File: config.mk
export PLATFORM = sky130hd
export DESIGN_NAME = count_sequencer
export DESIGN_NICKNAME = d
export VERILOG_FILES = /design/src/rtl/count_sequencer.sv
export SDC_FILE = /design/constraint.sdc
export NUM_CORES = 1
export LEC_CHECK = 0
export CAP_MARGIN = 20
export CORE_MARGIN = 2
export CORE_UTILIZATION = 35
export DETAILED_ROUTE_END_ITERATION = 12
export REMOVE_ABC_BUFFERS = 1
export SLEW_MARGIN = 20
export SYNTH_ARGS = -nofsm -noshare
export SYNTH_HDL_FRONTEND = slang
export SYNTH_SLANG_ARGS = --single-unit
File: constraint.sdc
create_clock -name clk -period 3.7 [get_ports clk]
set_input_delay 0.925 -clock clk [delete_from_list [all_inputs] [get_ports clk]]
set_output_delay 0.925 -clock clk [all_outputs]
set_load 0.01 [all_outputs]
File: src/rtl/count_sequencer.sv
// count_sequencer: queues count-limit commands in a small FIFO and issues them
// one at a time to an attached 0..limit counter, watching its busy flag to
// detect run completion or a failure to start.
module count_sequencer #(
  parameter int DEPTH         = 4,
  parameter int START_TIMEOUT = 4
) (
  input  logic        clk,
  input  logic        reset,
  input  logic        cmd_valid,
  input  logic [16:0] cmd_limit,
  output logic        cmd_ready,
  output logic        cnt_start,
  output logic [16:0] cnt_limit,
  input  logic        cnt_counting,
  output logic        done,
  output logic [16:0] done_limit,
  output logic        timeout_err,
  output logic        busy,
  output logic [15:0] runs_done,
  output logic [4:0]  fifo_level
);

  localparam int PW = (DEPTH > 1) ? $clog2(DEPTH) : 1;

  localparam logic [1:0] ST_IDLE      = 2'd0;
  localparam logic [1:0] ST_ISSUE     = 2'd1;
  localparam logic [1:0] ST_WAIT_RISE = 2'd2;
  localparam logic [1:0] ST_WAIT_FALL = 2'd3;

  localparam logic [4:0] LEVEL_FULL = 5'(DEPTH);
  localparam logic [3:0] TMO_LAST   = 4'(START_TIMEOUT - 1);

  logic [16:0]   mem_q [DEPTH];
  logic [PW-1:0] wr_ptr_q, wr_ptr_d;
  logic [PW-1:0] rd_ptr_q, rd_ptr_d;
  logic [4:0]    level_q, level_d;
  logic [1:0]    state_q, state_d;
  logic          cnt_start_q, cnt_start_d;
  logic [16:0]   cnt_limit_q, cnt_limit_d;
  logic          done_q, done_d;
  logic [16:0]   done_limit_q, done_limit_d;
  logic          tmo_err_q, tmo_err_d;
  logic [15:0]   runs_q, runs_d;
  logic [3:0]    tmo_cnt_q, tmo_cnt_d;
  logic          push;
  logic          pop;

  assign cmd_ready   = (level_q != LEVEL_FULL);
  assign cnt_start   = cnt_start_q;
  assign cnt_limit   = cnt_limit_q;
  assign done        = done_q;
  assign done_limit  = done_limit_q;
  assign timeout_err = tmo_err_q;
  assign busy        = (state_q != ST_IDLE);
  assign runs_done   = runs_q;
  assign fifo_level  = level_q;

  // FIFO bookkeeping; a pop is held off during the done cycle so the next
  // start pulse lands at least two cycles after done.
  always_comb begin
    push     = cmd_valid && cmd_ready;
    pop      = (state_q == ST_IDLE) && (level_q != 5'd0) && !done_q;
    wr_ptr_d = wr_ptr_q;
    rd_ptr_d = rd_ptr_q;
    level_d  = level_q;
    if (push) begin
      wr_ptr_d = wr_ptr_q + PW'(1);
    end
    if (pop) begin
      rd_ptr_d = rd_ptr_q + PW'(1);
    end
    if (push && !pop) begin
      level_d = level_q + 5'd1;
    end else if (!push && pop) begin
      level_d = level_q - 5'd1;
    end
  end

  // Run sequencer: issue, wait for the counter to rise, then wait for it to fall.
  always_comb begin
    state_d      = state_q;
    cnt_start_d  = 1'b0;
    cnt_limit_d  = cnt_limit_q;
    done_d       = 1'b0;
    done_limit_d = done_limit_q;
    tmo_err_d    = tmo_err_q;
    runs_d       = runs_q;
    tmo_cnt_d    = tmo_cnt_q;
    case (state_q)
      ST_IDLE: begin
        if (pop) begin
          state_d     = ST_ISSUE;
          cnt_limit_d = mem_q[rd_ptr_q];
          cnt_start_d = 1'b1;
        end
      end
      ST_ISSUE: begin
        state_d   = ST_WAIT_RISE;
        tmo_cnt_d = 4'd0;
      end
      ST_WAIT_RISE: begin
        if (cnt_counting) begin
          state_d = ST_WAIT_FALL;
        end else if (tmo_cnt_q == TMO_LAST) begin
          state_d   = ST_IDLE;
          tmo_err_d = 1'b1;
        end else begin
          tmo_cnt_d = tmo_cnt_q + 4'd1;
        end
      end
      ST_WAIT_FALL: begin
        if (!cnt_counting) begin
          state_d      = ST_IDLE;
          done_d       = 1'b1;
          done_limit_d = cnt_limit_q;
          runs_d       = runs_q + 16'd1;
        end
      end
      default: begin
        state_d = ST_IDLE;
      end
    endcase
  end

  // Command storage; contents need no reset because the level gates reads.
  always_ff @(posedge clk) begin
    if (push) begin
      mem_q[wr_ptr_q] <= cmd_limit;
    end
  end

  // State and output registers, cleared immediately by reset.
  always_ff @(posedge clk or posedge reset) begin
    if (reset) begin
      wr_ptr_q     <= '0;
      rd_ptr_q     <= '0;
      level_q      <= 5'd0;
      state_q      <= ST_IDLE;
      cnt_start_q  <= 1'b0;
      cnt_limit_q  <= 17'd0;
      done_q       <= 1'b0;
      done_limit_q <= 17'd0;
      tmo_err_q    <= 1'b0;
      runs_q       <= 16'd0;
      tmo_cnt_q    <= 4'd0;
    end else begin
      wr_ptr_q     <= wr_ptr_d;
      rd_ptr_q     <= rd_ptr_d;
      level_q      <= level_d;
      state_q      <= state_d;
      cnt_start_q  <= cnt_start_d;
      cnt_limit_q  <= cnt_limit_d;
      done_q       <= done_d;
      done_limit_q <= done_limit_d;
      tmo_err_q    <= tmo_err_d;
      runs_q       <= runs_d;
      tmo_cnt_q    <= tmo_cnt_d;
    end
  end

endmodule
==> impl_summary.txt <==
----------------------------------------------------
[Worst setup path]
  Worst path arrival time ... 3.44 ns
  Critical Path Sink Type ... register
  CP Cell Sequence ... clkdlybuf4s50_1 > and2_4 > ha_1 > inv_1 > fa_1 > a21o_1 > a2111oi_0 > a31oi_1 > a221o_1
  Slowest library cell on the worst path ... sky130_fd_sc_hd__clkdlybuf4s50_1
  Slack of the worst reg-to-reg path ... 0.65 ns
  Critical path type ... in -> reg
  Crit-path max cell delay ... approximately 0.52 ns
  Critical path startpoint category ... primary input
  CP Data Required Time ... between 3 and 4 ns
  Largest fanout of any net on the critical path ... 6

[Logic synthesis]
  Leading register cell type out of synthesis ... sky130_fd_sc_hd__edfxtp_1
  Cell count after synthesis ... 347
  Sequential element share of the synthesized area ... 67.9%
  Number of enable flip-flop cells after synthesis ... 68
  FFs w/ async S/R, synth ... roughly half
  Register bit total from synthesis ... about 140
  Synth warn ... 0
  Average cell area after synthesis ... 15.9 um^2
  Number of distinct library cells after synthesis ... 47
  Post-Syn Area ... 5520 um^2

[Timing]
  Final cycle utilization of the critical path ... between 80% and 90%
  Largest clock skew in the final design ... 0.00524 ns
  Maximum clock frequency ... 0.317 GHz
  Final sum of negative setup slack ... 0 ns
  Worst hold slack across all endpoints ... 0.470 ns
  Number of setup violations in the final report ... 0
  Shortest period the worst path allows ... 3.15 ns
  Number of max-slew violations in the final report ... 0
  Minimum setup slack in the final design ... 0.546 ns
  Hold violation total from the final report ... 0
  Worst slew slack as a fraction of its limit ... 39.7%
  Setup repair after global routing missed its margin ... no
  Tightest Pin Transition ... 0.904 ns

[Die]
  Die span in x ... 130 um
  Starting density of the core ... 36.0%
  Chip height ... 130 um
  Boundary Pins ... ~80
  Site Rows ... 45
  Total Die Area ... 16800 um^2
  Core box area ... 15300 um^2

[Clock tree]
  Clock transition at the registers of the reported paths ... 0.05 ns
  Maximum number of buffers from clock root to sink ... 2
  Deepest level of the CTS H-tree ... 4
  Clock Sink Count ... 136
  Post_cts resized ... 0
  Clock tree from TritonCTS ... yes
  Post-CTS Repair Setup Buffers ... 0
  Number of buffers created by CTS ... 17
  CTS Hold Bufs ... 0
  Latest clock arrival within the worst-skew pair ... around 0.4 ns
  Library cell used as clock root buffer ... sky130_fd_sc_hd__clkbuf_16

[Route]
  Via total after detailed routing ... 3068
  Initial DRC Count ... 119
  Number of vias per cell after detailed routing ... 4.60
  Wire length reported by the detailed router ... 10.8 mm
  Initial DRT Pass Iterations ... 4
  DRC Markers ... 0
  Wire per inst ... 16.2 um
  Antenna-violating nets left ... 0

[Place]
  Last weighted congestion value of the routability-driven placer ... 0.704
  Instance area at placement ... between 6000 and 7000 um^2
  Dpl cells ... ~640
  Port buffer count ... 80
  HPWL after DPL ... 6.98 mm
  Post-place setup slack ... 0.148 ns

[Global route]
  Remaining global-route overflow ... 0
  Pin count of the biggest net entering global routing ... 38
  GRT Overall Usage ... 14.3%
  Number of global-route vias before repair ... 3261
  First-pass GRT wire length ... 17.6 mm
  Initial antenna violation count ... 0

[Power and ir drop]
  Power density of the placed cells ... 844 nW/um^2
  Worst-case vdd ir drop ... ~420 uV
  Sum of internal, switching and leakage power ... 6.00 mW
  Leakage dissipation ... approximately 2.8 nW

[Outcome]
  Outcome ... finished, final reports clean

[Final layout]
  Filler cells ... 1377
  Fraction of final layout cells sized beyond drive strength 1 ... 17.8%
  Area delta synth->final ... 28.9%
  Total Nets Final ... 475
  Most common cell after layout, fill and taps aside ... sky130_fd_sc_hd__clkdlybuf4s50_1
  Design area ... a little over 7000 um^2
  Number of standard cells in the final layout excluding fillers ... 667
  Most frequent cells in the layout ... 80 x sky130_fd_sc_hd__clkdlybuf4s50_1, 68 x sky130_fd_sc_hd__dfrtp_1, 68 x sky130_fd_sc_hd__edfxtp_1, 62 x sky130_fd_sc_hd__nand2_1
  End-of-flow core utilization ... 46.4%
  Antenna cell count ... 0

[Run]
  Max-capacitance violation count ... 0

[Hold path]
  Classification of the worst-slack hold path ... reg -> reg

----------------------------------------------------
-- path summary, 6_finish.rpt --
kind,startpoint,to,depth (start not counted)
worst max-delay path,cmd_valid,fifo_level[4],9
worst min-delay path,runs_done[15],runs_done[15],1
worst max register to register,fifo_level[4],fifo_level[4],10
worst min register to register,runs_done[15],runs_done[15],1
max in group asynchronous,reset,cnt_limit[11],3
min in group asynchronous,reset,tmo_cnt_q[3],2
-- cells in the mapped netlist, drive strengths merged, types with 4 or more instances --
library cell  count  share of area, %
xor2              4              0.63
nand3             6              0.54
inv              13              0.98
and3              6              0.68
mux4             17               6.9
nand2            64               4.4
buf               8               1.5
dfrtp            68                31
xnor2            18               3.0
nand4             6              0.68
edfxtp           68                37
o21ai             4              0.36
mux2             19               5.0
a21o              4              0.68
ha               10               2.3
-- kinds of logic (layout without fill, tap and decap cells) --
logic type / Yosys count / after routing / synth area share [%]
xor gates and xnor gates: 22 / 22 / 3.63
adders and majority gates: 11 / 11 / 2.63
buffers and inverters: 24 / 133 / 2.65
AOI/OAI and AO/OA: 17 / 17 / 2.20
DFF: 136 / 136 / 67.9
muxes: 36 / 36 / 12.0
and+or+nand+nor: 101 / 101 / 9.05
-- layer usage --
layer	GRT usage, %	share of wire, %	up-vias	routed length [um]
met2	23.8	49	76	5340
met5	0	0	-	0
met3	5.20	6.0	6	651
met4	4.74	0.68	0	74
li1	-	-	1450	-
met1	17.5	44	1536	4750
-- flip-flops by register name, summed over array words and instances (netlist names), 4 cells and up --
name,cells
mem_q,68
cnt_limit,17
done_limit,17
runs_done,16
fifo_level,5
tmo_cnt_q,4
-- power breakdown --
| part | internal, mW | switching (mW) | total (mW) |
|---|---|---|---|
| clock network | 0.965 | 0.580 | 1.55 |
| logic | 1.16 | 0.878 | 2.04 |
| registers | 2.06 | 0.360 | 2.42 |
-- critical path: cells and delay by family --
| family | cells | cell delay, ns |
|---|---|---|
| fa+ha+maj | 2 | 0.62 |
| compound gates | 4 | 1.05 |
| simple gates | 1 | 0.18 |
| buf+inv | 2 | 0.65 |
-- cell type report --
cell class,count,area [um^2],area share [%]
Sequential cell,136,3740,52.6
Multi-Input combinational cell,187,1630,22.9
Timing Repair Buffer,88,873,12.3
Clock buffer,22,474,6.67
Tap cell,211,264,3.71
Clock inverter,10,77.6,1.09
Inverter,13,53.8,0.756
Note: power is estimated with default switching activity, not from simulation.
